===== src/rtl/electrode_pkg.sv =====
// electrode_pkg: shared state encoding and sprite geometry for the electrode hazard
package electrode_pkg;
  localparam logic [1:0] ST_IDLE = 2'b00;
  localparam logic [1:0] ST_ARM = 2'b01;
  localparam logic [1:0] ST_ACTIVE = 2'b10;
  localparam logic [1:0] ST_COOL = 2'b11;
  localparam int XCEN = 40;
  localparam int YCEN = 20;
  typedef enum logic [1:0] {
    IDLE = ST_IDLE,
    ARM = ST_ARM,
    ACTIVE = ST_ACTIVE,
    COOL = ST_COOL
  } state_t;
endpackage


===== src/rtl/electrode_ctrl_phase_timer.sv =====
// phase_timer: up-counter that wraps at a compare value and pulses tc on that cycle
module phase_timer #(
  parameter int CW = 24
) (
  input  logic          clk,
  input  logic          reset,
  input  logic          clr,
  input  logic          en,
  input  logic [CW-1:0] cmp,
  output logic          tc
);
  logic [CW-1:0] count;
  assign tc = en & (count == cmp);
  // count while enabled, wrapping to zero on the terminal cycle
  always_ff @(posedge clk)
    if (reset || clr) count <= '0;
    else if (en) count <= tc ? '0 : count + 1'b1;
endmodule


===== src/rtl/electrode_ctrl.sv =====
// electrode_ctrl: sequences the electrode hazard through idle, blinking arm, zap and cooldown
module electrode_ctrl
  import electrode_pkg::*;
#(
  parameter int BLINK_HALF = 3125000,
  parameter int ARM_BLINKS = 4,
  parameter int ACTIVE_CYCLES = 6250000,
  parameter int COOLDOWN_CYCLES = 3125000,
  parameter int CW = 24
) (
  input  logic       clk,
  input  logic       reset,
  input  logic       enable,
  input  logic       trigger,
  input  logic       abort,
  output logic [1:0] state,
  output logic       blink_clk,
  output logic       zap,
  output logic       fired,
  output logic       ready
);
  localparam int HW = (2 * ARM_BLINKS) > 1 ? $clog2(2 * ARM_BLINKS) : 1;
  state_t st, nxt;
  logic [HW-1:0] hcnt;
  logic [CW-1:0] cmp;
  logic tc, last_half;
  assign state = st;
  assign last_half = hcnt == HW'(2 * ARM_BLINKS - 1);
  assign cmp = st == ARM ? CW'(BLINK_HALF - 1) : st == ACTIVE ? CW'(ACTIVE_CYCLES - 1) : CW'(COOLDOWN_CYCLES - 1);
  // the timer restarts from zero on every state change so each state gets its full length
  phase_timer #(.CW(CW)) u_timer (
    .clk(clk),
    .reset(reset),
    .clr(nxt != st),
    .en(st != IDLE),
    .cmp(cmp),
    .tc(tc)
  );
  // next state: enable low beats abort, abort beats expiry, expiry beats trigger
  always_comb begin
    nxt = st;
    if (!enable) nxt = IDLE;
    else
      case (st)
        IDLE:    nxt = trigger ? ARM : IDLE;
        ARM:     nxt = abort ? IDLE : (tc && last_half) ? ACTIVE : ARM;
        ACTIVE:  nxt = (abort || tc) ? COOL : ACTIVE;
        default: nxt = tc ? IDLE : COOL;
      endcase
  end
  // outputs are registered alongside the state; blink starts high on ARM entry
  always_ff @(posedge clk)
    if (reset) begin
      st <= IDLE;
      blink_clk <= 1'b0;
      zap <= 1'b0;
      fired <= 1'b0;
      ready <= 1'b1;
      hcnt <= '0;
    end else begin
      st <= nxt;
      blink_clk <= (nxt == ARM) & ((st != ARM) | (blink_clk ^ tc));
      zap <= nxt == ACTIVE;
      fired <= (nxt == ACTIVE) & (st != ACTIVE);
      ready <= nxt == IDLE;
      hcnt <= (nxt == ARM && st == ARM) ? hcnt + HW'(tc) : '0;
    end
endmodule


===== config.mk =====
export PLATFORM = sky130hd
export DESIGN_NAME = electrode_ctrl
export DESIGN_NICKNAME = d
export VERILOG_FILES = /design/src/rtl/electrode_pkg.sv /design/src/rtl/electrode_ctrl_phase_timer.sv /design/src/rtl/electrode_ctrl.sv
export SDC_FILE = /design/constraint.sdc
export NUM_CORES = 1
export LEC_CHECK = 0
export CAP_MARGIN = 30
export CORE_ASPECT_RATIO = 1.2
export CORE_UTILIZATION = 62
export DETAILED_ROUTE_END_ITERATION = 8
export PLACE_DENSITY = 0.81
export SLEW_MARGIN = 20
export SYNTH_ARGS = -nofsm -noshare
export SYNTH_HDL_FRONTEND = slang
export SYNTH_SLANG_ARGS = --single-unit

===== constraint.sdc =====
create_clock -name clk -period 3.1 [get_ports clk]
set_input_delay 0.31 -clock clk [delete_from_list [all_inputs] [get_ports clk]]
set_output_delay 0.31 -clock clk [all_outputs]
set_load 0.02 [all_outputs]

==> out/results.ini, run 1 <==
[status]
outcome=finished clean

[route]
highest_layer=met4
wl_um=3493
num_vias=1411
dr_wl_met3_um=129
wl_per_cell_um=14.43
ant_nets=0
m1WireLength_um=1353
dr.first_iter.drc_count=33
met2_length_um=1949
dr.pass1.iters=4
viasPerCell=5.831
drc=0

[yosys]
ys_seq_area_share_pct=40.58
synth_area_um2=1628
synth.avg_cell_area_um2=8.391
ys_seq_elements=33
synth-main-ff-cell=dfxtp_1
synth_cell_types=41
async_flop_share_pct=0
synth_top_family_by_area=simple AND/OR/NAND/NOR gates
synth-xor-area-share_pct=12.38
muxShareOfSynthArea_pct=0.6149
synthCells=194
synth_edf_count=0
syn_nets=202
yosys.area_share.simple_pct=29.05
synth_compound_area_share_pct=11.68
synth_warnings=0
synth_fa_ha_area_share_pct=2.306

[cts]
ctsHtreeMaxLevel=2
cts_resized=0
cts_tree=done
clk_pin_slew_ns=0.10
cts_sinks=33
clockBufferDepth=2
cts_hold_buf=0
cts_buffers=5
root_buffer=clkbuf_4
clock_latency_ns=0.34
cts_setup_buffers=0

[worst_setup_path]
path_depth=6
cp_max_fo=15
endpoint_kind=register
required_ns=3.37
startpoint_type=register
cp_slowest_stage_delay_ns=0.60
path_cells=o211a_1 -> and4_1 -> o2111ai_1 -> buf_4 -> or4_1 -> a211oi_2
criticalPathCategory=register to register
slowest_stage=dfxtp_1
worst-path-buf-inv=1
cpLargestDelayFamily=compound AO/OA/AOI/OAI gates
worstRegToRegCells=6
cp.arrival_ns=2.75

[layout]
fin_util_pct=74.00
drive_gt1_share_pct=7.177
fin_nets=216
final_common_cell=nor2_1
multi_input_area_um2=912.1
seq_area_um2=660.6
layout.cells.non_filler=242
final_cell_mix=nor2_1, dfxtp_1, nand2_1, nand3_1, xor2_1
fillCellCount=194
syn_to_final_growth_pct=13.76
diodes=0

[timing]
period_share_pct=80.05
clock_skew_ns=0.005105
fin_crit_ns=2.481
rsz0062_at_grt=no
hold_viol=0
drv_slew=0
setup_viol=0
tightest_slew_ns=0.7749
slew_headroom_pct=47.91
fin_tns_setup_ns=0
fmax_mhz=403.0
whs_ns=0.4996

[floorplanning]
fp.dieArea_um2=2835
die_x_um=48.78
rows=20
ios=11
die_y_um=58.13
coreArea_um2=2502
initial_core_util_pct=65.05

[grt]
grt.total_usage_pct=27.07
grt_max_degree=19
antenna_found_initial=0
grt_pass1_vias=1345
grt_overflow=0
grt_pass1_wl_um=5747

[placement]
dp.cells=234
portBuffers=10
gp_congestion=0.8582
hpwl_um=2535

[hold_path]
hp-class=register to register
holdPathStages=2

[power_and_ir_drop]
p_leak_nw=0.6469
peakVddDrop_v=0.0003301
powerDensity_nw_per_um2=442.1

[flow_run]
maxCapViolCount=0

[worst min-delay path, cell delays in order, from the launching register on]
cell and delay, ns:
dfxtp_1 0.34, nand2_1 0.07, a21oi_1 0.06
[registers in the layout, summed over array words and instances (netlist names)]
register       cells
blink_clk          1
hcnt               3
state              2
ready              1
zap                1
fired              1
u_timer.count     24
[final timing paths]
kind	from	endpoint	slack, ns
setup / recovery	state[1]	zap	0.62
hold / removal	u_timer.count[1]	u_timer.count[1]	0.50
setup reg to reg	state[1]	zap	0.62
hold reg to reg	u_timer.count[1]	u_timer.count[1]	0.50
[synth_stat cells, types with 2 or more instances]
| library cell | instances | share of area (%) |
|---|---|---|
| a21oi_1 | 6 | 1.8 |
| and3_1 | 4 | 1.5 |
| nor2_1 | 34 | 7.8 |
| and2_1 | 3 | 1.2 |
| nand4_1 | 4 | 1.5 |
| buf_2 | 2 | 0.61 |
| nor3_1 | 5 | 1.5 |
| o2111ai_1 | 2 | 1.1 |
| ha_1 | 3 | 2.3 |
| xnor2_1 | 11 | 5.9 |
| dfxtp_1 | 33 | 41 |
| nor2b_1 | 2 | 0.77 |
| inv_1 | 8 | 1.8 |
| nand3_1 | 12 | 3.7 |
| xor2_1 | 12 | 6.5 |
| or3_1 | 2 | 0.77 |
| o21ai_0 | 6 | 1.8 |
| clkbuf_1 | 4 | 0.92 |
| nor4_1 | 2 | 0.77 |
| nand2b_1 | 6 | 2.3 |
| nand2_1 | 12 | 2.8 |
| a211oi_1 | 2 | 0.92 |
[through the flow]
stage	setup slack [ns]	instance area, um^2	power (mW)
3_3_place_gp	0.7918	1767	0.4887
4_1_cts	0.6281	1852	0.8200
2_1_floorplan	1.043	1628	0.4693
5_1_grt	0.4968	1852	0.8416
3_5_place_dp	0.6827	1767	0.4904
6_report	0.6185	1852	0.8186
[final cells by class]
class	instances	area share, %
clock buffers	7	2.973
clock inverters	1	1.622
inverters	8	1.622
multi-input cells	147	49.26
flip-flops and latches	33	35.68
well taps	33	2.230
repair buffers	13	6.622
[metal layers]
layer / global-route usage, % / vias up
met1: 24.88 / 677
met3: 7.874 / 8
met5: 0 / -
met2: 54.37 / 32
li1: - / 694
met4: 11.76 / 0
[report_power, final]
part           internal, mW  total (mW)  switching, mW
registers             0.427       0.429        0.00263
logic                0.0210      0.0518         0.0308
clock network         0.192       0.338          0.145
total                 0.640       0.819          0.179
[kinds of logic (layout without fill, tap and decap cells)]
logic type,count (synthesis),count (layout)
AOI/OAI and AO/OA,27,27
xor gates and xnor gates,23,23
adders and majority gates,3,3
buffers and inverters,14,29
DFF,33,33
muxes,1,1
and+or+nand+nor,93,93
Note: power is estimated with default switching activity, not from simulation.
==> inputs of run 2 (changes only) <==
--- a/config.mk
+++ b/config.mk
@@ -7,9 +7,9 @@
 export LEC_CHECK = 0
 export CAP_MARGIN = 30
 export CORE_ASPECT_RATIO = 1.2
-export CORE_UTILIZATION = 62
+export CORE_UTILIZATION = 52
 export DETAILED_ROUTE_END_ITERATION = 8
-export PLACE_DENSITY = 0.81
+export PLACE_DENSITY = 0.72
 export SLEW_MARGIN = 20
 export SYNTH_ARGS = -nofsm -noshare
 export SYNTH_HDL_FRONTEND = slang
==> constraint.sdc (replaced) <==
create_clock -name clk -period 2 [get_ports clk]
set_input_delay 0.2 -clock clk [delete_from_list [all_inputs] [get_ports clk]]
set_output_delay 0.2 -clock clk [all_outputs]
set_load 0.02 [all_outputs]
==> run 2 against run 1 <==
Net effect:
- clock skew is 0.00077 ns higher
- sequential share of layout area decreased by 1.1 points
- sequential power grew 55%
- worst hold slack got worse by 0.024 ns
- non-clock buffer count grew 9
- total power increased by 42%
- fmax grew 29%
- combinational power increased by 60%
- first-iteration DRC count grew 21%
- worst setup slack lost 0.54 ns
- via count shrank 1.2%
- die area is 18% higher
- largest cell class unchanged
- highest routed layer unchanged
==> out/results.ini, run 2 (synthesis results as in run 1) <==
[layout]
largest_register_ffs=24  ; unchanged
final_cell_mix=nor2_1, dfxtp_1  ; was nor2_1, dfxtp_1, nand2_1, nand3_1, xor2_1
final_common_cell=nor2_1  ; unchanged
drive_gt1_share_pct=14.68  ; was 7.177%
regMostFlops=u_timer.count  ; unchanged
fillCellCount=256  ; was 194
diodes=0  ; unchanged
fin_nets=225  ; was 216
syn_to_final_growth_pct=18.14  ; was 13.76%
fin_util_pct=66.54  ; was 74.00%

[grt]
grt_pass1_vias=1394  ; was 1,345
grt.total_usage_pct=22.67  ; was 27.07%
grt_max_degree=19  ; unchanged
antenna_found_initial=0  ; unchanged
grt_overflow=0  ; unchanged
grt_pass1_wl_um=5651  ; was 5747 um

[hold_path]
hold_end=u_timer.count[1]  ; unchanged
holdPathStages=2  ; unchanged
hp-class=register to register  ; unchanged
hold_start=u_timer.count[1]  ; unchanged

[power_and_ir_drop]
powerDensity_nw_per_um2=604.5  ; was 442.1 nW/um^2
power.internal_mw=0.9012  ; was 0.6400 mW
p_clk_share_pct=35.7  ; was 41.2%
peakVddDrop_v=0.0005093  ; was 0.0003301 V
p_switching_mw=0.2614  ; was 0.1786 mW
p_comb_share_pct=7.1  ; was 6.3%
swShare_pct=22.48  ; was 21.81%
p_seq_share_pct=57.2  ; was 52.4%
p_total_mw=1.163  ; was 0.8186 mW
p_leak_nw=0.6874  ; was 0.6469 nW

[status]
outcome=finished clean  ; unchanged

[timing]
fin_crit_ns=1.917  ; was 2.481 ns
slew_headroom_pct=70.72  ; was 47.91%
fmax_mhz=521.6  ; was 403.0 MHz
rsz0062_at_grt=no  ; unchanged
clock_skew_ns=0.005875  ; was 0.005105 ns
hold_viol=0  ; unchanged
tightest_slew_ns=0.4387  ; was 0.7749 ns
setup_viol=0  ; unchanged
drv_slew=0  ; unchanged
period_share_pct=95.86  ; was 80.05%
fin_tns_setup_ns=0  ; unchanged

[cts]
root_buffer=clkbuf_4  ; unchanged
clock_latency_ns=0.33  ; was 0.34 ns
cts_buffers=5  ; unchanged
cts_tree=done  ; unchanged
cts_sinks=33  ; unchanged
cts_setup_buffers=0  ; unchanged
cts_resized=0  ; unchanged
clk_pin_slew_ns=0.09  ; was 0.10 ns
clockBufferDepth=2  ; unchanged
ctsHtreeMaxLevel=2  ; unchanged
cts_hold_buf=0  ; unchanged

[worst_setup_path]
worstRegToRegCells=6  ; unchanged
cp_max_fo=4  ; was 15
r2r-end=zap  ; unchanged
startpoint=u_timer.count[0]  ; was state[1]
slowest_stage=or4_4  ; was dfxtp_1
cp_slowest_stage_delay_ns=0.56  ; was 0.60 ns
path_cells=ha_2 -> o211a_1 -> and4_1 -> o2111ai_2 -> or4_4 -> a211oi_2  ; was o211a_1 -> and4_1 -> o2111ai_1 -> buf_4 -> or4_1 -> a211oi_2
criticalPathCategory=register to register  ; unchanged
cpLargestDelayFamily=simple AND/OR/NAND/NOR gates  ; was compound AO/OA/AOI/OAI gates
required_ns=2.25  ; was 3.37 ns
startpoint_type=register  ; unchanged
endpoint_kind=register  ; unchanged
ff2ff_setup_slack_ns=0.08  ; was 0.62 ns
worst-path-buf-inv=0  ; was 1
reg2reg_from=u_timer.count[0]  ; was state[1]
path_depth=6  ; unchanged
cp.arrival_ns=2.17  ; was 2.75 ns

[floorplanning]
die_y_um=63.29  ; was 58.13 um
coreArea_um2=2890  ; was 2502 um^2
initial_core_util_pct=56.32  ; was 65.05%
rows=21  ; was 20
fp.dieArea_um2=3359  ; was 2835 um^2
die_x_um=53.08  ; was 48.78 um
ios=11  ; unchanged

[placement]
portBuffers=10  ; unchanged
hpwl_um=2452  ; was 2535 um
gp_congestion=0.8681  ; was 0.8582

[route]
dr.pass1.iters=4  ; unchanged
num_vias=1394  ; was 1,411
m1WireLength_um=1413  ; was 1353 um
dr_wl_met3_um=82  ; was 129 um
met2_length_um=1763  ; was 1949 um
wl_per_cell_um=13.07  ; was 14.43 um
dr.first_iter.drc_count=40  ; was 33
wl_um=3293  ; was 3493 um
ant_nets=0  ; unchanged
highest_layer=met4  ; unchanged
drc=0  ; unchanged
viasPerCell=5.532  ; was 5.831

[flow_run]
maxCapViolCount=0  ; unchanged

[run 2: changes by cell type in the layout (fill, tap and decap cells not counted), sizes merged]
| cell | before | now |
|---|---|---|
| bufinv | 1 | 0 |
| buf | 3 | 12 |
| clkinv | 0 | 1 |
[run 2: routing by layer]
metal | vias to the layer above | GRT usage [%]
met4 | 0 | 9.868
met3 | 4 | 6.763
met2 | 14 | 40.82
met1 | 660 | 23.02
li1 | 716 | -
met5 | - | 0
[run 2: final cells by class]
class | instances | area [um^2] | area share [%]
clock buffer | 7 | 65.06 | 3.383
clock inverter | 1 | 5.005 | 0.2602
inverter | 8 | 30.03 | 1.561
multi-input combinational | 147 | 924.6 | 48.08
sequential | 33 | 665.6 | 34.61
tap | 34 | 42.54 | 2.212
timing repair buffer | 22 | 190.2 | 9.889
[run 2: worst max path at each step]
stage / end / slack (ns)
floorplan: hcnt[2] / 0.02
global placement: zap / 0.10
detailed placement: zap / 0.009
CTS: zap / 0.001
global route: zap / 0.01
finish: zap / 0.08
[run 2: metrics by stage]
stage               setup WS, ns  std cells  cell area, um^2  hold WS [ns]
floorplan                0.01869        194             1638        0.3960
global placement          0.1023        244             1837        0.4569
detailed placement      0.009263        244             1837        0.4793
CTS                     0.001229        252             1907        0.4904
global route             0.01351        252             1923        0.5154
finish                   0.08287        252             1923        0.4756
[run 2: power by group through the flow]
stage          registers [mW]  clock network (mW)  logic, mW
2_1_floorplan           0.683                   0     0.0461
3_3_place_gp            0.680                   0     0.0805
3_5_place_dp            0.680                   0     0.0826
4_1_cts                 0.665               0.428     0.0828
5_1_grt                 0.665               0.456     0.0919
6_report                0.664               0.415     0.0830
[run 2: worst reg2reg max path, cell delays in order (launching register included)]
cell,delay (ns)
dfxtp_1,0.35
ha_2,0.20
o211a_1,0.14
and4_1,0.20
o2111ai_2,0.17
or4_4,0.56
a211oi_2,0.23
==> inputs of run 3 (changes only) <==
--- a/config.mk
+++ b/config.mk
@@ -10,7 +10,7 @@
 export CORE_UTILIZATION = 52
 export DETAILED_ROUTE_END_ITERATION = 8
 export PLACE_DENSITY = 0.72
-export SLEW_MARGIN = 20
+export SLEW_MARGIN = 5
 export SYNTH_ARGS = -nofsm -noshare
 export SYNTH_HDL_FRONTEND = slang
 export SYNTH_SLANG_ARGS = --single-unit
==> constraint.sdc (replaced) <==
create_clock -name clk -period 2 [get_ports clk]
set_input_delay 0.5 -clock clk [delete_from_list [all_inputs] [get_ports clk]]
set_output_delay 0.5 -clock clk [all_outputs]
set_load 0.02 [all_outputs]
==> run 3 against run 2 <==
Net effect:
- first-iteration DRC count decreased by 13%
- cell area increased by 5.7%
- fmax is 0.12% higher
- sequential share of layout area shrank 2.0 points
- clock power rose by 17%
- non-clock buffer count grew 8
- total power grew 6.5%
- final cell count grew 2.8%
- clock-buffer cell count fell by 2
- core utilization rose by 3.8 points
- via count up 3.3%
==> out/results.ini, run 3 (synthesis results as in run 1) <==
[status]
outcome=finished clean  ; unchanged

[cts]
clk_pin_slew_ns=0.10  ; was 0.09 ns
root_buffer=clkbuf_4  ; unchanged
cts_setup_buffers=0  ; unchanged
cts_hold_buf=0  ; unchanged
cts_tree=done  ; unchanged
clock_latency_ns=0.35  ; was 0.33 ns
cts_sinks=33  ; unchanged
ctsHtreeMaxLevel=2  ; unchanged
clockBufferDepth=2  ; unchanged
cts_buffers=5  ; unchanged

[timing]
whs_ns=0.5227  ; was 0.4756 ns
slew_headroom_pct=71.79  ; was 70.72%
drv_slew=0  ; unchanged
hold_viol=0  ; unchanged
rsz0062_at_grt=no  ; unchanged
clock_skew_ns=0.01997  ; was 0.005875 ns
tightest_slew_ns=0.4227  ; was 0.4387 ns
setup_viol=0  ; unchanged
fin_tns_setup_ns=0  ; unchanged
fmax_mhz=522.3  ; was 521.6 MHz
period_share_pct=95.74  ; was 95.86%
fin_crit_ns=1.915  ; was 1.917 ns
fin_ws_ns=0.08526  ; was 0.08287 ns

[grt]
grtUsageMet2_pct=45.89  ; was 40.82%
grt_pass1_wl_um=6313  ; was 5651 um
grt.total_usage_pct=25.54  ; was 22.67%
grt_use_met3_pct=5.072  ; was 6.763%
grt_overflow=0  ; unchanged
grt_pass1_vias=1403  ; was 1,394
grt_use_met1_pct=27.74  ; was 23.02%
antenna_found_initial=0  ; unchanged
global_route.peak_usage_layer=met2  ; unchanged
grt_max_degree=16  ; was 19

[floorplanning]
initial_core_util_pct=56.32  ; unchanged
die_y_um=63.29  ; unchanged
ios=11  ; unchanged
rows=21  ; unchanged
coreArea_um2=2890  ; unchanged
die_x_um=53.08  ; unchanged
fp.dieArea_um2=3359  ; unchanged

[layout]
diodes=0  ; unchanged
syn_to_final_growth_pct=24.90  ; was 18.14%
largest_register_ffs=24  ; unchanged
fillCellCount=239  ; was 256
final_common_cell=nor2_1  ; unchanged
drive_gt1_share_pct=19.11  ; was 14.68%
final_cell_mix=nor2_1, dfxtp_1, buf_4  ; was nor2_1, dfxtp_1
fin_nets=233  ; was 225
regMostFlops=u_timer.count  ; unchanged

[power_and_ir_drop]
powerDensity_nw_per_um2=609.1  ; was 604.5 nW/um^2
p_leak_nw=0.7602  ; was 0.6874 nW
peakVddDrop_v=0.0006458  ; was 0.0005093 V

[placement]
gp_congestion=0.7875  ; was 0.8681
portBuffers=10  ; unchanged
preCtsSetupSlack_ns=-0.08244  ; was 0.009263 ns
hpwl_um=2603  ; was 2452 um

[worst_setup_path]
cp_max_fo=4  ; unchanged
worstRegToRegCells=6  ; unchanged
criticalPathCategory=register to register  ; unchanged
startpoint_type=register  ; unchanged
endpoint_kind=register  ; unchanged
required_ns=2.26  ; was 2.25 ns
cp.arrival_ns=2.18  ; was 2.17 ns

[flow_run]
maxCapViolCount=0  ; unchanged

[route]
dr.first_iter.drc_count=35  ; was 40
num_vias=1440  ; was 1,394
wl_um=3547  ; was 3293 um
ant_nets=0  ; unchanged
drc=0  ; unchanged
dr.pass1.iters=4  ; unchanged
wl_per_cell_um=13.69  ; was 13.07 um
viasPerCell=5.560  ; was 5.532

[hold_path]
holdPathStages=2  ; unchanged
hp-class=register to register  ; unchanged

run 3: cell types whose count changed in the layout (fill, tap and decap cells not counted), sizes merged:
cell / before / now
dlymetal6s2s: 0 / 1
bufinv: 0 / 1
clkdlybuf4s50: 10 / 8
buf: 12 / 20
clkbuf: 7 / 5
dlygate4sd2: 0 / 1
run 3: cell type report:
class | count | area [um^2] | share of cell area, %
clock buffer | 5 | 37.54 | 1.846
clock inverter | 2 | 35.03 | 1.723
sequential | 33 | 663.1 | 32.62
multi-input combinational | 147 | 973.4 | 47.88
inverter | 8 | 30.03 | 1.477
timing repair buffer | 30 | 251.5 | 12.37
tap | 34 | 42.54 | 2.092
run 3: per-layer routing:
metal | share of wire [%] | up-vias | wire length [um]
li1 | - | 730 | -
met1 | 42 | 681 | 1503
met2 | 53 | 21 | 1879
met3 | 2.4 | 8 | 85
met4 | 2.2 | 0 | 78
met5 | 0 | - | 0
run 3: final timing paths:
kind | start | slack [ns] | to
setup / recovery | u_timer.count[0] | 0.09 | zap
hold / removal | u_timer.count[19] | 0.52 | u_timer.count[19]
setup reg to reg | u_timer.count[0] | 0.09 | zap
hold reg to reg | u_timer.count[19] | 0.52 | u_timer.count[19]
run 3: power by group:
group          internal, mW  switching, mW
logic                0.0399         0.0486
registers             0.662        0.00348
clock network         0.254          0.230
run 3: timing repair:
action                                  4_1_cts  5_1_grt
endpoints found under the setup margin        2        5
pin swaps                                     0        2
resized for setup                             2       12
run 3: through the flow:
step                      area, um^2  utilization, %  power, mW  cells
after floorplan                 1638               -     0.7295    194
after global placement          1897           65.63     0.7671    252
after detailed placement        1897           65.63     0.7691    252
after CTS                       1972           68.23      1.241    259
after global routing            2033           70.35      1.288    259
final                           2033           70.35      1.238    259
run 3: worst max-delay path, stage by stage, from the launching register on:
cell	delay, ns
dfxtp_1	0.35
ha_2	0.19
o211a_1	0.14
and4_4	0.22
o2111ai_4	0.15
or4_4	0.56
a211oi_2	0.22
==> RTL edit, RTL diff (settings of run 2) <==
`CW` is set to 24 in 2 places; all go to 48.
--- a/src/rtl/electrode_ctrl_phase_timer.sv
+++ b/src/rtl/electrode_ctrl_phase_timer.sv
@@ -1,5 +1,5 @@
 // phase_timer: up-counter that wraps at a compare value and pulses tc on that cycle
 module phase_timer #(
-  parameter int CW = 24
+  parameter int CW = 48
 ) (
   input  logic          clk,
--- a/src/rtl/electrode_ctrl.sv
+++ b/src/rtl/electrode_ctrl.sv
@@ -7,5 +7,5 @@
   parameter int ACTIVE_CYCLES = 6250000,
   parameter int COOLDOWN_CYCLES = 3125000,
-  parameter int CW = 24
+  parameter int CW = 48
 ) (
   input  logic       clk,
Behaviour: no difference found for any inputs over 10 cycles, from zero or initial values and one cycle with reset high; that may be too few to reach the edited logic, so the function may still have changed.
==> RTL edit against run 2 <==
The run now ends with setup timing left; sequential power rose by 72%; final area rose by 110%; sequential cell count rose by 24; utilization rose by 12 points; routed wire length rose by 120%; setup slack got worse by 0.32 ns; area after synthesis rose by 70%; total power rose by 110%; critical path type unchanged; largest cell class unchanged.
==> RTL edit: results (changes against run 2) <==
Synthesis
  – Count of cell types in the netlist: 42 (was 41)
  – Multiplexer area fraction after synthesis: 0.361% (was 0.615%)
  – Sequential share of the synthesized area: 41.2% (was 40.6%)
  – Compound-cell area share of the yosys netlist: 5.55% (was 11.7%)
  – Syn_nets: 345 (was 202)
  – Synth Area in XOR/XNOR: 14.5% (was 12.4%)
  – Gate Count Post-Synth: 337 (was 194)
  – Top cells by count, synth: nor2_1, dfxtp_1, xnor2_1 (was nor2_1, dfxtp_1, nand2_1, nand3_1, xor2_1)

Global route
  – Global Route met1 Usage: 27.9% (was 23.0%)
  – Number of global-route vias before repair: 2413 (was 1394)
  – Global Route Usage Sum: 24.9% (was 22.7%)
  – First-pass GRT wire length: 10200 microns (was 5650 microns)
  – Largest net degree at the start of global routing: 17 (was 19)
  – Met2 usage in global routing: 43.1% (was 40.8%)

Layout
  – Non-filler instance count after layout: 480 (was 252)
  – Nets: 423 (was 225)
  – Number of flip-flops in the largest register: 48 (was 24)
  – Antenna fix cells: 0 (unchanged)
  – Share of layout cells above drive strength 1: 33.8% (was 14.7%)

Placed design
  – Placed Cells: 460 (was 244)
  – Post-DP HPWL: 4420 microns (was 2450 microns)
  – Post-place setup slack: -0.251 ns (was 0.00926 ns)

STA
  – Worst Hold Slack: 0.546 ns (was 0.476 ns)
  – Final WS setup: -0.233 ns (was 0.0829 ns)
  – Sum of negative setup slack: -7.88 ns (was 0 ns)
  – Clock Skew: 0.00972 ns (was 0.00587 ns)
  – Final setup violation count: 57 (was 0)
  – Worst-Margin Slew: 0.439 ns (about the same)

Pwr
  – Peak VDD IR: 0.508 mV (was 0.509 mV)
  – P_leak: 0.00141 uW (was 0.000687 uW)

CTS
  – Root buf cell: clkbuf_8 (was clkbuf_4)
  – CTS HTree Levels: 3 (was 2)
  – Clk_lat worst skew: 0.35 ns (was 0.33 ns)
  – Number of CTS-inserted buffers: 9 (was 5)

Worst setup path
  – Critical Path AT: 2.51 ns (was 2.17 ns)
  – CP max FO: 3 (was 4)
  – Reg2reg setup slack: -0.23 ns (was 0.08 ns)

Run status
  – Failing checks: setup timing
  – Outcome: finished with violations (was completed)

Route
  – WL/cell: 15.2 microns (was 13.1 microns)
[RTL edit: layer usage]
layer	part of all wire, %	up-vias
met5	0	-
met4	2.0	0
met3	3.5	13
met2	52	54
met1	42	1248
li1	-	1313
[RTL edit: critical path, delay by kind of cell (launching register included)]
family	cells	cell delay, ns
buffers and inverters	1	0.14
AO/OA/AOI/OAI	2	0.53
AND/OR/NAND/NOR	4	1.16
flip-flops	1	0.33
[RTL edit: cell families after synthesis]
family | after synthesis
adder cells (fa/ha/maj) | 3
AND/OR/NAND/NOR | 181
multiplexers | 1
XOR/XNOR | 46
buffers and inverters | 25
AO/OA/AOI/OAI | 24
flip-flops | 57
[RTL edit: layout make-up]
type	count	area share, %
tap	60	1.89
clock inverter	5	1.98
inverter	11	1.04
timing repair buffer	81	17.6
multi-input combinational	255	45.0
sequential	57	29.0
clock buffer	11	3.56
[RTL edit: timing repair]
item                                    in CTS  in global routing
resized for setup                            9                 65
buffers inserted                             0                  2
pin swaps                                    2                 33
gates cloned                                 0                  2
endpoints found under the setup margin      57                 57
[RTL edit: power by group]
group | switching, uW | internal (uW) | total (uW) | leakage [uW]
combinational | 84.3 | 66.0 | 150 | 0.000837
sequential | 2.61 | 1140 | 1140 | 0.000463
clock | 472 | 733 | 1210 | 0.000113
[RTL edit: through the flow]
step / cell area (sq um) / utilization, %
floorplan: 2820 / -
global placement: 3420 / 67.8
detailed placement: 3420 / 67.8
CTS: 3680 / 72.9
global route: 3970 / 78.8
finish: 3970 / 78.8
[RTL edit: path summary, 6_finish.rpt]
kind	start	endpoint	depth (start not counted)
worst min-delay path	hcnt[2]	hcnt[2]	2
worst max register to register	u_timer.count[46]	fired	7
worst min register to register	hcnt[2]	hcnt[2]	2
worst max-delay path	u_timer.count[46]	fired	7
